==> src/rtl/iter_barrel_shifter_if.sv <==
// Handshake bundle for iter_barrel_shifter: request operands in, status and result out.
`timescale 1ns/1ps
interface iter_barrel_shifter_if #(parameter int N = 3);
  logic               start;
  logic [(2**N)-1:0]  A;
  logic [N-1:0]       AMT;
  logic               dir;
  logic               rot;
  logic               busy;
  logic               done;
  logic [(2**N)-1:0]  Y;

  modport master (output start, output A, output AMT, output dir, output rot,
                  input busy, input done, input Y);
  modport slave  (input start, input A, input AMT, input dir, input rot,
                  output busy, output done, output Y);
endinterface

==> src/rtl/iter_barrel_shifter.sv <==
// Multi-cycle shifter/rotator: one logarithmic stage per clock, N stages per operation.
// Left operations run through the right-shift datapath with bit reversal on load and unload.
`timescale 1ns/1ps
module iter_barrel_shifter #(
  parameter int N = 3
) (
  input logic clk,
  input logic reset_n,
  iter_barrel_shifter_if.slave bus
);
  localparam int W  = 2**N;
  localparam int SW = (N > 1) ? $clog2(N) : 1;

  typedef enum logic [1:0] {IDLE = 2'd0, SHIFT = 2'd1, DONE = 2'd2} state_t;

  state_t          state_r, state_s;
  logic [SW-1:0]   stage_r, stage_s;
  logic [W-1:0]    work_r, work_s;
  logic [W-1:0]    y_r, y_s;
  logic [N-1:0]    amt_r, amt_s;
  logic            dir_r, dir_s;
  logic            rot_r, rot_s;
  logic            busy_r, done_r;
  logic [W-1:0]    step_s;

  function automatic logic [W-1:0] bitrev(input logic [W-1:0] v);
    logic [W-1:0] r;
    for (int i = 0; i < W; i++) begin
      r[i] = v[W-1-i];
    end
    return r;
  endfunction

  // Right shift by 2**st; the doubled word supplies either the wrapped bits or zeros.
  function automatic logic [W-1:0] shr_stage(input logic [W-1:0] v,
                                             input logic [SW-1:0] st,
                                             input logic wrap);
    logic [2*W-1:0] dbl;
    logic [2*W-1:0] sh;
    dbl = wrap ? {v, v} : {{W{1'b0}}, v};
    sh  = dbl >> (32'd1 << st);
    return sh[W-1:0];
  endfunction

  assign step_s = amt_r[stage_r] ? shr_stage(work_r, stage_r, rot_r) : work_r;

  // Next-state and datapath update for the IDLE/SHIFT/DONE sequencer.
  always_comb begin
    state_s = state_r;
    stage_s = stage_r;
    work_s  = work_r;
    amt_s   = amt_r;
    dir_s   = dir_r;
    rot_s   = rot_r;
    y_s     = y_r;
    case (state_r)
      IDLE, DONE: begin
        if (bus.start) begin
          amt_s   = bus.AMT;
          dir_s   = bus.dir;
          rot_s   = bus.rot;
          work_s  = bus.dir ? bitrev(bus.A) : bus.A;
          stage_s = {SW{1'b0}};
          state_s = SHIFT;
        end else begin
          state_s = IDLE;
        end
      end
      SHIFT: begin
        work_s = step_s;
        if (stage_r == SW'(N - 1)) begin
          y_s     = dir_r ? bitrev(step_s) : step_s;
          stage_s = {SW{1'b0}};
          state_s = DONE;
        end else begin
          stage_s = stage_r + SW'(1);
        end
      end
      default: begin
        state_s = IDLE;
      end
    endcase
  end

  // State, datapath and registered status outputs; reset aborts any operation in flight.
  always_ff @(posedge clk or negedge reset_n) begin
    if (!reset_n) begin
      state_r <= IDLE;
      stage_r <= {SW{1'b0}};
      work_r  <= {W{1'b0}};
      amt_r   <= {N{1'b0}};
      dir_r   <= 1'b0;
      rot_r   <= 1'b0;
      y_r     <= {W{1'b0}};
      busy_r  <= 1'b0;
      done_r  <= 1'b0;
    end else begin
      state_r <= state_s;
      stage_r <= stage_s;
      work_r  <= work_s;
      amt_r   <= amt_s;
      dir_r   <= dir_s;
      rot_r   <= rot_s;
      y_r     <= y_s;
      busy_r  <= (state_s == SHIFT);
      done_r  <= (state_s == DONE);
    end
  end

  assign bus.busy = busy_r;
  assign bus.done = done_r;
  assign bus.Y    = y_r;
endmodule

==> src/flat_wrapper.sv <==
// flat-port wrapper written by rule: the top's interface ports become plain ports
module iter_barrel_shifter_flat 
#(
  parameter int N = 3
)
  (clk, reset_n, bus_start, bus_A, bus_AMT, bus_dir, bus_rot, bus_busy, bus_done, bus_Y);
  iter_barrel_shifter_if #(.N(N)) bus_i ();
  input logic clk;
  input logic reset_n;
  input wire logic [$bits(bus_i.start)-1:0] bus_start;
  input wire logic [$bits(bus_i.A)-1:0] bus_A;
  input wire logic [$bits(bus_i.AMT)-1:0] bus_AMT;
  input wire logic [$bits(bus_i.dir)-1:0] bus_dir;
  input wire logic [$bits(bus_i.rot)-1:0] bus_rot;
  output wire logic [$bits(bus_i.busy)-1:0] bus_busy;
  output wire logic [$bits(bus_i.done)-1:0] bus_done;
  output wire logic [$bits(bus_i.Y)-1:0] bus_Y;
  assign bus_i.start = bus_start;
  assign bus_i.A = bus_A;
  assign bus_i.AMT = bus_AMT;
  assign bus_i.dir = bus_dir;
  assign bus_i.rot = bus_rot;
  assign bus_busy = bus_i.busy;
  assign bus_done = bus_i.done;
  assign bus_Y = bus_i.Y;
  iter_barrel_shifter #(.N(N)) u_core (.clk(clk), .reset_n(reset_n), .bus(bus_i));
endmodule
==> config.mk <==
export PLATFORM = sky130hd
export DESIGN_NAME = iter_barrel_shifter_flat
export DESIGN_NICKNAME = d
export VERILOG_FILES = /design/src/rtl/iter_barrel_shifter_if.sv /design/src/rtl/iter_barrel_shifter.sv /design/src/flat_wrapper.sv
export SDC_FILE = /design/constraint.sdc
export NUM_CORES = 1
export LEC_CHECK = 0
export BUFFER_PORTS_ARGS = -buffer_cell sky130_fd_sc_hd__buf_2
export CORE_ASPECT_RATIO = 0.6
export CORE_MARGIN = 2
export CORE_UTILIZATION = 35
export DETAILED_ROUTE_END_ITERATION = 6
export PLACE_DENSITY = 0.61
export SLEW_MARGIN = 40
export SYNTH_ARGS = -nofsm -noshare
export SYNTH_HDL_FRONTEND = slang
export SYNTH_SLANG_ARGS = --single-unit
==> constraint.sdc <==
create_clock -name clk -period 1.8 [get_ports clk]
set_clock_uncertainty 0.05 [all_clocks]
set_input_delay 0.18 -clock clk [delete_from_list [all_inputs] [get_ports clk]]
set_output_delay 0.18 -clock clk [all_outputs]
set_load 0.02 [all_outputs]
# After elaboration in Yosys (flattened, before gate mapping)
# Index checks and enable logic that the tools add are counted.
dict set report op_classes {
  addsub 1
  mul 0
  eq_ne 6
  n_reduce_logical 6
  n_lt_le_gt_ge 1
  n_bitwise 0
  n_div 0
  shift 2
  muxes 14
}
# op n
set op_table {}
lappend op_table {{$mux W8} 4}
lappend op_table {{$shl A1 B2 Y32 const A} 1}
lappend op_table {{$shr A16 B32 Y8} 1}
lappend op_table {{$mux W16} 1}
lappend op_table {{$pmux W8 S2} 1}
lappend op_table {{$pmux W2 S2} 2}
lappend op_table {{$eq A2 B2 Y1 const B} 3}
lappend op_table {{$mux W2} 3}
lappend op_table {{$reduce_and A2 Y1} 3}
lappend op_table {{$eq A2 B1 Y1 const B} 2}
lappend op_table {{$lt A2 B3 Y1 const B} 1}
lappend op_table {{$add A2 B1 Y2 const B} 1}
lappend op_table {{$bmux W1 S2} 1}
lappend op_table {{$logic_not A2 Y1} 1}
lappend op_table {{$mux W1} 2}
lappend op_table {{$ne A2 B2 Y1 const B} 1}
lappend op_table {{$reduce_bool A2 Y1} 1}
lappend op_table {{$reduce_or A2 Y1} 1}
dict set report word_totals {
  mem_bits_ro 0
  out_inout_bits 10
  mem_count 0
  register_bits 27
  word_cells 39
  in_bits 16
  ram_bits 0
  latchBits 0
}

# Longest topological paths before layout
# Gate-level depths: netlist of run 1.
dict set report logic_depth {
  word_depth 4
  ltp_mapped 6
  depth_no_buf 4
}

# Worst setup path after synthesis of run 1
# Ideal clock, no wire load.
dict set report synth_path {
  path_type {register to register}
  startpoint {reg u_core.stage_r[0]}
  endpoint {reg u_core.work_r[5]}
  path_slack_ns 0.245
  arrival_ns 1.401
  path_stages_with_launch 7
  setup_ns 0.104
  n_path_buf 2
  required_ns 1.646
  synth_period_minus_slack_ns 1.555
  path_cell_list {dfrtp_1 > buf_4 > buf_4 > nand4b_1 > o211ai_1 > o21ai_0 > a221oi_1}
}
dict set report synth_between {
  elab_chain_cells 4
  word_cells_on_any_way 6
  cone_classes {shift: 2; mux: 4}
}
# item line_no
set synth_rtl {}
lappend synth_rtl {{start, declared} iter_barrel_shifter.sv:17} ;# logic [SW-1:0] stage_r, stage_s;
lappend synth_rtl {{start signal, assigned} iter_barrel_shifter.sv:89} ;# stage_r <= {SW{1'b0}};
lappend synth_rtl {{start signal, assigned} iter_barrel_shifter.sv:99} ;# stage_r <= stage_s;
lappend synth_rtl {{$shl A1 B2 Y32 / $bmux W1 S2 (equally long branches)} {iter_barrel_shifter.sv:41, iter_barrel_shifter.sv:45}}
lappend synth_rtl {{$shr A16 B32 Y8 / $mux W1 (equally long branches)} {iter_barrel_shifter.sv:41, iter_barrel_shifter.sv:45}}
lappend synth_rtl {{$mux W8 *} iter_barrel_shifter.sv:45} ;# assign step_s = amt_r[stage_r] ? shr_stage(work_r, stage_r, rot_r) : work_r;
lappend synth_rtl {{$pmux W8 S2 *} iter_barrel_shifter.sv:56} ;# case (state_r)
lappend synth_rtl {{end signal, assigned} iter_barrel_shifter.sv:90} ;# work_r <= {W{1'b0}};
lappend synth_rtl {{end signal, assigned} iter_barrel_shifter.sv:100} ;# work_r <= work_s;
lappend synth_rtl {{end, declared} iter_barrel_shifter.sv:18} ;# logic [W-1:0] work_r, work_s;
# Mark *: on every way between the ends. The rest lies on a longest branch, timed or not. The select of a mux whose other input is x is not followed.
# A chain may end at the register's enable or synchronous reset.

# Worst setup path after layout of run 1
dict set report layout_path {
  startpoint {reg u_core.stage_r[0]}
  endpoint {reg u_core.y_r[2], in the netlist u_core.bus.Y[2]}
}
dict set report layout_between {
  elab_chain_cells 4
  word_cells_on_any_way 8
  cone_classes {eq/ne: 1; shift: 2; mux: 4; reduce/logical: 1}
}
# item line_no
set layout_rtl {}
lappend layout_rtl {{$shl A1 B2 Y32 / $bmux W1 S2 (equally long branches)} {iter_barrel_shifter.sv:41, iter_barrel_shifter.sv:45}}
lappend layout_rtl {{$shr A16 B32 Y8 / $mux W1 (equally long branches)} {iter_barrel_shifter.sv:41, iter_barrel_shifter.sv:45}}
lappend layout_rtl {{$mux W8} iter_barrel_shifter.sv:45}
lappend layout_rtl {{$mux W8} iter_barrel_shifter.sv:72} ;# y_s = dir_r ? bitrev(step_s) : step_s;
lappend layout_rtl {{end signal, assigned} iter_barrel_shifter.sv:94} ;# y_r <= {W{1'b0}};
lappend layout_rtl {{end signal, assigned} iter_barrel_shifter.sv:104} ;# y_r <= y_s;
lappend layout_rtl {{end, declared} iter_barrel_shifter.sv:19} ;# logic [W-1:0] y_r, y_s;
# Parallel ways exist; a longest one is shown, timed or not. The select of a mux whose other input is x is not followed.

==> results.sh, run 1 <==
export IMPL_status="complete, no violations"
export IMPL_required_ps=1890
export IMPL_r2r_start="u_core.stage_r[0]"
export IMPL_synth_commonest_cells="dfrtp_1, mux2i_1, nand2_1, o211ai_1, nor2_1"
export IMPL_rows=18
export IMPL_drt_pre_antenna_iters=4
export IMPL_yosysTopAreaCellShare_pct=42.9
export IMPL_layout_drive_gt1_share_pct=26.5
export IMPL_synthFlopType="dfrtp_1"
export IMPL_vdd_drop_max_uv=663
export IMPL_fmax_mhz=576
export IMPL_synth_yosys_seq_area_share_pct=42.9
export IMPL_n_antenna_cell=0
export IMPL_yosys_area_top_type="dfrtp_1"
export IMPL_route_antenna_remaining_nets=0
export IMPL_slowest_stage="dfrtp_1"
export IMPL_yosysWarnings=0
export IMPL_synth_most_common_cell="dfrtp_1"
export IMPL_cts_max_level=1
export IMPL_hold_class="in2reg"
export IMPL_final_util_pct=44.6
export IMPL_synthesis_area_mm2=0.00158
export IMPL_cts_buffer_depth=2
export IMPL_fin_nets=206
export IMPL_die_x_um=90.6
export IMPL_total_power_uw=3750
export IMPL_overflow=0
export IMPL_async_reset_ff_share_pct=100
export IMPL_drv_slew=0
export IMPL_synthCells=157
export IMPL_synth_area_leaders="dfrtp_1, mux2i_1, o211ai_1, a221oi_1, mux2_2"
export IMPL_grt_pass1_vias=1367
export IMPL_post_cts_buffers=0
export IMPL_fillers=407
export IMPL_drc=0
export IMPL_grt_max_degree=28
export IMPL_cap_viol_max_count=0
export IMPL_ioPinCount=26
export IMPL_r2r_cells=5
export IMPL_p_switching_uw=1730
export IMPL_slowest_delay_ps=430
export IMPL_crit_path_max_fanout=5
export IMPL_setup_tns_ps=0
export IMPL_hold_viol=0
export IMPL_drt_vias_per_instance=5.69
export IMPL_power_leakage_uw=0.000863
export IMPL_ys_seq_elements=27
export IMPL_cp_end_kind="flip-flop"
export IMPL_grt_pass1_wl_um=7190
export IMPL_worstReg2RegEnd="u_core.bus.Y[2]"
export IMPL_clock_sinks=27
export IMPL_p_int_uw=2020
export IMPL_coreArea_mm2=0.00421
export IMPL_dp_hpwl_um=3400
export IMPL_cts_tree="built"
export IMPL_crit_path_start_kind="flip-flop"
export IMPL_critPathArrivalTime_ps=1830
export IMPL_antenna_found_initial=0
export IMPL_grtUsageTotal_pct=18.2
export IMPL_swShare_pct=46.2
export IMPL_dieArea_mm2=0.00507
export IMPL_place_gp_congestion=0.937
export IMPL_slew_headroom_pct=58.8
export IMPL_power_density_mw_per_mm2=2000
export IMPL_crit_type="reg2reg"
export IMPL_min_period_ps=1730
export IMPL_holdPathEnd="u_core.amt_r[2]"
export IMPL_worst_pin_slew_ps=618
export IMPL_hp_start="bus_AMT[2]"
export IMPL_io_buffers=25
export IMPL_synth_avg_cell_area_um2=10.0
export IMPL_seqPwrFrac_pct=33.6
export IMPL_wl_per_cell_um=17.9
export IMPL_final_area_mm2=0.00188
export IMPL_routed_wl_um=4460
export IMPL_clkPwrFrac_pct=9.4
export IMPL_initial_core_util_pct=37.4
export IMPL_area_delta_synth_final_pct=19.3
export IMPL_dpl_instance_area_mm2=0.00182
export IMPL_setup_viol=0
export IMPL_clock_latency_ps=270
export IMPL_hold_depth=2
export IMPL_r2r_slack_ps=70
export IMPL_cts_root_buffer="clkbuf_8"
export IMPL_drt_iter0_drc=63
export IMPL_dieHeight_um=56.0
export IMPL_numCtsBuffers=3
export IMPL_comb_power_share_pct=56.9
export IMPL_synthesis_nets=173
export IMPL_clk_pin_slew_ps=90
export IMPL_crit_chain="buf_4, and2_1, o32a_1, mux2i_1, o211ai_1"
export IMPL_finalCritPeriodShare_pct=96.4
export IMPL_synth_cell_types=36
export IMPL_synth_edf_count=0
export IMPL_whs_ps=80.5
export IMPL_rsz0062_at_grt="no"
export IMPL_vias=1417
==> routing by layer <==
layer	vias to the layer above	wire length [um]	share of wire [%]	GRT usage, %
met5	-	0	0	0
met4	0	6	0.13	2.20
met3	2	293	6.6	4.34
met2	47	1820	41	26.4
met1	717	2330	52	28.0
li1	651	-	-	-
==> sequential cells by signal (all words and copies together), names as in the netlist <==
register,flops
u_core.stage_r,2
u_core.bus.busy,1
u_core.dir_r,1
u_core.work_r,8
u_core.bus.Y,8
u_core.rot_r,1
u_core.amt_r,3
u_core.bus.done,1
u_core.state_r,2
==> power groups by stage <==
stage               sequential, uW  combinational [uW]  clock (uW)
global route                  1300                2340         389
finish                        1260                2140         354
global placement              1240                2080           0
CTS                           1240                2130         359
detailed placement            1250                2120           0
floorplan                     1260                1390           0
==> cell usage in the layout (no fill, tap or decap), drive strengths merged, types with 2 or more instances in the layout <==
| cell type | synthesis | routed |
|---|---|---|
| o211ai | 12 | 12 |
| a221oi | 8 | 8 |
| mux2i | 20 | 20 |
| a21o | 2 | 2 |
| nor2b | 6 | 6 |
| inv | 6 | 6 |
| nand3b | 2 | 2 |
| dfrtp | 27 | 27 |
| nor2 | 10 | 10 |
| clkbuf | 7 | 4 |
| a211oi | 2 | 2 |
| nand3 | 2 | 2 |
| o2111ai | 2 | 2 |
| nand2b | 2 | 2 |
| o21ai | 5 | 5 |
| mux2 | 5 | 5 |
| and2 | 2 | 2 |
| buf | 4 | 38 |
| o221ai | 4 | 4 |
| o31a | 3 | 3 |
| or2 | 2 | 2 |
| nand2 | 14 | 14 |
==> final cells by class <==
type / count / area (um^2) / share of cell area (%)
inverters: 6 / 22.5 / 1.20
repair buffers: 39 / 233 / 12.4
flip-flops and latches: 27 / 677 / 36.0
clock buffers: 4 / 45.0 / 2.40
well taps: 60 / 75.1 / 3.99
multi-input cells: 113 / 827 / 44.0
==> through the flow <==
step                      cells  setup WS, ps
final                       249          65.2
after global routing        249         0.104
after CTS                   249          80.7
after detailed placement    244           104
after global placement      244           117
after floorplan             157           245
==> worst max-delay path, delay by kind of cell, from the launching register on <==
family	cells	cell delay, ps
compound gates	2	490
flops	1	430
mux	1	330
buf+inv	1	170
simple gates	1	130
==> how the worst max path moves through the flow <==
stage | start | endpoint | slack [ps] | cells after the start
detailed placement | u_core.stage_r[0] | u_core.bus.Y[2] | 100 | 5
finish | u_core.stage_r[0] | u_core.bus.Y[2] | 70 | 5
floorplan | u_core.stage_r[0] | u_core.work_r[5] | 250 | 6
global route | u_core.stage_r[0] | u_core.bus.Y[5] | 0.1 | 5
CTS | u_core.stage_r[0] | u_core.bus.Y[2] | 80 | 5
global placement | u_core.stage_r[0] | u_core.bus.Y[2] | 120 | 5
==> repair_timing <==
action,4_1_cts,5_1_grt
gates resized for setup,0,1
hold buffers,1,0
setup endpoints to repair,0,10
hold endpoints to repair,27,0
==> cells by family after synthesis <==
family                 Yosys count  share of synthesized area [%]
muxes                           25                           16.3
AOI/OAI and AO/OA               44                           22.0
DFF                             27                           42.9
buffers and inverters           17                           4.61
and+or+nand+nor                 44                           14.2
Power figures use the tool's default switching activity.
==> run 2: changes to the inputs <==
==> constraint.sdc (replaced) <==
create_clock -name clk -period 1.9 [get_ports clk]
set_clock_uncertainty 0.05 [all_clocks]
set_input_delay 0.19 -clock clk [delete_from_list [all_inputs] [get_ports clk]]
set_output_delay 0.19 -clock clk [all_outputs]
set_load 0.02 [all_outputs]
==> run 2 against run 1 <==
Register-to-register slack better by 40 ps. Hold slack better by 10 ps. Core utilization is 0.65 points lower. Via count is 0.64% lower. Clock power is 5.9% lower. Sequential cell count stayed put. Global-route usage is 0.54 points higher. Sequential power is 5% lower. Largest power group unchanged. Highest routed layer unchanged.
==> results.sh, run 2 (synthesis gave the netlist of run 1 again) <==
export IMPL_status="complete, no violations"
export IMPL_clk_pin_slew_ps=90
export IMPL_layout_drive_gt1_share_pct=24.9
export IMPL_slew_headroom_pct=58.6
export IMPL_vias=1408
export IMPL_dieHeight_um=56.0
export IMPL_setup_viol=0
export IMPL_fin_cells=245
export IMPL_overflow=0
export IMPL_grt_pass1_wl_um=7320
export IMPL_drt_vias_per_instance=5.75
export IMPL_initial_core_util_pct=37.4
export IMPL_drt_iter0_drc=63
export IMPL_crit_path_max_fanout=15
export IMPL_cts_max_level=1
export IMPL_finalCritPeriodShare_pct=94.5
export IMPL_antenna_found_initial=0
export IMPL_area_delta_synth_final_pct=17.6
export IMPL_rows=18
export IMPL_dp_hpwl_um=3300
export IMPL_cts_buffer_depth=2
export IMPL_cts_tree="built"
export IMPL_final_cell_mix="dfrtp_1, buf_2, mux2i_1, nand2_1, o211ai_1"
export IMPL_drv_slew=0
export IMPL_cts_root_buffer="clkbuf_8"
export IMPL_critPathArrivalTime_ps=1900
export IMPL_dieArea_mm2=0.00507
export IMPL_cap_viol_max_count=0
export IMPL_wl_per_cell_um=17.7
export IMPL_setup_tns_ps=0
export IMPL_hold_class="in2reg"
export IMPL_required_ps=2000
export IMPL_io_buffers=25
export IMPL_crit_path_start_kind="flip-flop"
export IMPL_coreArea_mm2=0.00421
export IMPL_hold_viol=0
export IMPL_clock_latency_ps=280
export IMPL_route_antenna_remaining_nets=0
export IMPL_hp_start="bus_rot"
export IMPL_die_x_um=90.6
export IMPL_grtUsageTotal_pct=18.8
export IMPL_final_common_cell="dfrtp_1"
export IMPL_power_density_mw_per_mm2=1890
export IMPL_hold_depth=2
export IMPL_power_leakage_uw=0.000845
export IMPL_fmax_mhz=557
export IMPL_rsz0062_at_grt="no"
export IMPL_ioPinCount=26
export IMPL_drc=0
export IMPL_dp_cells=240
export IMPL_fin_nets=202
export IMPL_post_cts_buffers=0
export IMPL_cp_end_kind="flip-flop"
export IMPL_holdPathEnd="u_core.rot_r"
export IMPL_crit_type="reg2reg"
export IMPL_vdd_drop_max_uv=766
export IMPL_r2r_cells=5
export IMPL_place_gp_congestion=0.880
export IMPL_grt_pass1_vias=1414
export IMPL_n_antenna_cell=0
export IMPL_clock_sinks=27
export IMPL_r2r_slack_ps=100
export IMPL_worst_pin_slew_ps=621
export IMPL_worstReg2RegEnd="u_core.bus.Y[2]"
export IMPL_drt_pre_antenna_iters=4
export IMPL_routed_wl_um=4350
export IMPL_min_period_ps=1800
export IMPL_r2r_start="u_core.stage_r[0]"
export IMPL_numCtsBuffers=3
export IMPL_grt_max_degree=28
-- run 2: area by class of cell --
class	count	area, um^2
Fill cell	414	2360
Tap cell	60	75.1
Sequential cell	27	676
Clock buffer	4	45.0
Multi-Input combinational cell	113	831
Timing Repair Buffer	35	203
Inverter	6	22.5
-- run 2: what timing repair did --
| item | in CTS | in global routing |
|---|---|---|
| gates resized for setup | 0 | 1 |
| endpoints found under the setup margin | 0 | 3 |
| hold buffers | 1 | 0 |
| hold endpoints to repair | 27 | 0 |
-- run 2: report_power, final --
group	total (uW)	leakage, uW	internal, uW	switching, uW
Sequential	1200	0.000326	856	341
Clock	333	0.0000228	151	182
Combinational	1980	0.000496	871	1110
Total	3510	0.000845	1880	1630
-- run 2: per-layer routing --
layer / vias to the layer above / GRT usage, % / part of all wire [%]
met5: - / 0 / 0
met4: 0 / 5.93 / 1.6
met2: 75 / 26.9 / 43
met3: 12 / 4.74 / 8.4
li1: 642 / - / -
met1: 679 / 27.6 / 47
-- run 2: through the flow --
stage | total power, uW | setup WS [ps] | instance area, um^2 | hold slack (ps) | utilization (%)
5_1_grt | 3790 | 34.7 | 1850 | 95.4 | 44.0
6_report | 3510 | 104 | 1850 | 90.9 | 44.0
3_5_place_dp | 3130 | 63.9 | 1790 | 196 | 42.6
3_3_place_gp | 3070 | 109 | 1790 | 177 | 42.6
2_1_floorplan | 2510 | 345 | 1580 | -156 | -
4_1_cts | 3490 | 40.0 | 1850 | 89.7 | 43.9
-- run 2: how the worst max path moves through the flow --
stage	slack [ps]	end	from	depth (start not counted)
3_5_place_dp	60	u_core.bus.Y[5]	u_core.stage_r[0]	5
6_report	100	u_core.bus.Y[2]	u_core.stage_r[0]	5
3_3_place_gp	110	u_core.bus.Y[5]	u_core.stage_r[0]	5
4_1_cts	40	u_core.bus.Y[5]	u_core.stage_r[0]	5
2_1_floorplan	350	u_core.work_r[5]	u_core.stage_r[0]	6
5_1_grt	30	u_core.bus.Y[7]	u_core.stage_r[1]	5
-- run 2: worst max-delay path: stages (launching register included) --
cell      delay [ps]
dfrtp_1          450
buf_4            220
and2_1           150
o32a_1           350
mux2i_2          300
o211ai_1         150
==> run 3: changes to the inputs <==
--- a/config.mk
+++ b/config.mk
@@ -5,12 +5,12 @@
 export SDC_FILE = /design/constraint.sdc
 export NUM_CORES = 1
 export LEC_CHECK = 0
-export BUFFER_PORTS_ARGS = -buffer_cell sky130_fd_sc_hd__buf_2
 export CORE_ASPECT_RATIO = 0.6
 export CORE_MARGIN = 2
 export CORE_UTILIZATION = 35
 export DETAILED_ROUTE_END_ITERATION = 6
-export PLACE_DENSITY = 0.61
+export DONT_BUFFER_PORTS = 1
+export PLACE_DENSITY = 0.56
 export SLEW_MARGIN = 40
 export SYNTH_ARGS = -nofsm -noshare
 export SYNTH_HDL_FRONTEND = slang
==> run 3 against run 2 <==
Critical path depth is the same. Core utilization shrank 2.0 points. Design area decreased by 4.6%. Via count decreased by 5.8%. Critical endpoint is now u_core.work_r[3].
==> results.sh, run 3 (synthesis gave the netlist of run 1 again) <==
export IMPL_wl_per_cell_um=19.9
export IMPL_cp_top_family="compound AO/OA/AOI/OAI gates"
export IMPL_post_cts_resized=0
export IMPL_crit_path_max_fanout=16
export IMPL_routed_wl_um=4460
export IMPL_grt_pass1_vias=1399
export IMPL_slew_headroom_pct=76.4
export IMPL_grt_max_degree=28
export IMPL_drc=0
export IMPL_cts_tree="built"
export IMPL_vdd_drop_max_uv=662
export IMPL_hold_viol=0
export IMPL_cts_root_buffer="clkbuf_8"
export IMPL_slowest_stage="dfrtp_1"
export IMPL_area_delta_synth_final_pct=12.2
export IMPL_cts_buffer_depth=2
export IMPL_drt_iter0_drc=200
export IMPL_min_period_ps=1730
export IMPL_dp_slack_ps=222
export IMPL_setup_tns_ps=0
export IMPL_fmax_mhz=577
export IMPL_worst_pin_slew_ps=344
export IMPL_cp_end_kind="flip-flop"
export IMPL_cp_depth=5
export IMPL_rows=18
export IMPL_drt_pre_antenna_iters=4
export IMPL_crit_type="reg2reg"
export IMPL_overflow=0
export IMPL_die_x_um=90.6
export IMPL_vias=1326
export IMPL_place_gp_congestion=0.796
export IMPL_initial_core_util_pct=37.4
export IMPL_final_common_cell="dfrtp_1"
export IMPL_clock_sinks=27
export IMPL_numCtsBuffers=3
export IMPL_power_density_mw_per_mm2=1970
export IMPL_whs_ps=6.98
export IMPL_grtUsageTotal_pct=18.7
export IMPL_cap_viol_max_count=0
export IMPL_crit_path_start_kind="flip-flop"
export IMPL_drt_vias_per_instance=5.92
export IMPL_final_util_pct=41.9
export IMPL_cts_max_level=1
export IMPL_n_antenna_cell=0
export IMPL_hold_depth=1
export IMPL_finalCritPeriodShare_pct=91.2
export IMPL_multiInputGateArea_um2=827
export IMPL_ioPinCount=26
export IMPL_fillers=413
export IMPL_dieHeight_um=56.0
export IMPL_postCtsHoldBufs=2
export IMPL_status="complete, no violations"
export IMPL_rsz0062_at_grt="no"
export IMPL_coreArea_mm2=0.00421
export IMPL_io_buffers=0
export IMPL_power_leakage_uw=0.000767
export IMPL_dieArea_mm2=0.00507
export IMPL_hold_class="in2reg"
export IMPL_layout_setup_ws_ps=168
export IMPL_path_buf_inv=1
export IMPL_layout_drive_gt1_share_pct=15.2
export IMPL_final_cell_mix="dfrtp_1, mux2i_1, nand2_1, o211ai_1, buf_4"
export IMPL_route_antenna_remaining_nets=0
export IMPL_drv_slew=0
export IMPL_required_ps=2030
export IMPL_clk_pin_slew_ps=100
export IMPL_antenna_found_initial=0
export IMPL_total_power_uw=3480
export IMPL_setup_viol=0
export IMPL_crit_chain="buf_4, nand2b_1, and3_1, o31a_1, a221oi_1"
export IMPL_fin_nets=181
export IMPL_grt_pass1_wl_um=7410
export IMPL_final_seq_area_um2=676
export IMPL_slowest_delay_ps=430
export IMPL_dp_hpwl_um=3350
export IMPL_clock_latency_ps=280
export IMPL_critPathArrivalTime_ps=1860
export IMPL_post_cts_buffers=0
export IMPL_r2r_cells=5
-- run 3: changes by cell type in the layout (fill, tap and decap cells not counted), sizes merged --
cell	before	now
clkinv	0	1
clkbuf	4	3
buf	34	13
-- run 3: area by class of cell --
class                           instances  area share [%]
Timing Repair Buffer                   14            6.80
Inverter                                6            1.27
Multi-Input combinational cell        113            46.8
Clock inverter                          1           0.283
Clock buffer                            3            2.34
Tap cell                               60            4.25
Sequential cell                        27            38.2
-- run 3: final timing paths --
path                       slack, ps              start               end
min reg2reg                      560    u_core.amt_r[2]   u_core.amt_r[2]
min                                7            bus_rot      u_core.rot_r
max in group asynchronous       1360            reset_n   u_core.bus.done
max                              170  u_core.stage_r[0]  u_core.work_r[3]
max reg2reg                      170  u_core.stage_r[0]  u_core.work_r[3]
min in group asynchronous        290            reset_n   u_core.bus.Y[4]
-- run 3: per-stage QoR --
step / cells / instance area [um^2]
floorplan: 157 / 1580
global placement: 218 / 1690
detailed placement: 218 / 1690
CTS: 224 / 1770
global route: 224 / 1770
finish: 224 / 1770
-- run 3: report_power, final --
part	switching [uW]	total, uW	internal (uW)
clock network	190	337	147
registers	462	1320	855
logic	983	1820	839
total	1630	3480	1840
-- run 3: per-layer routing --
metal	GRT usage (%)	routed length, um	vias to the layer above
met5	0	0	-
met2	26.2	1880	52
met1	28.6	2180	660
met4	4.40	47	0
li1	-	-	606
met3	4.61	353	8
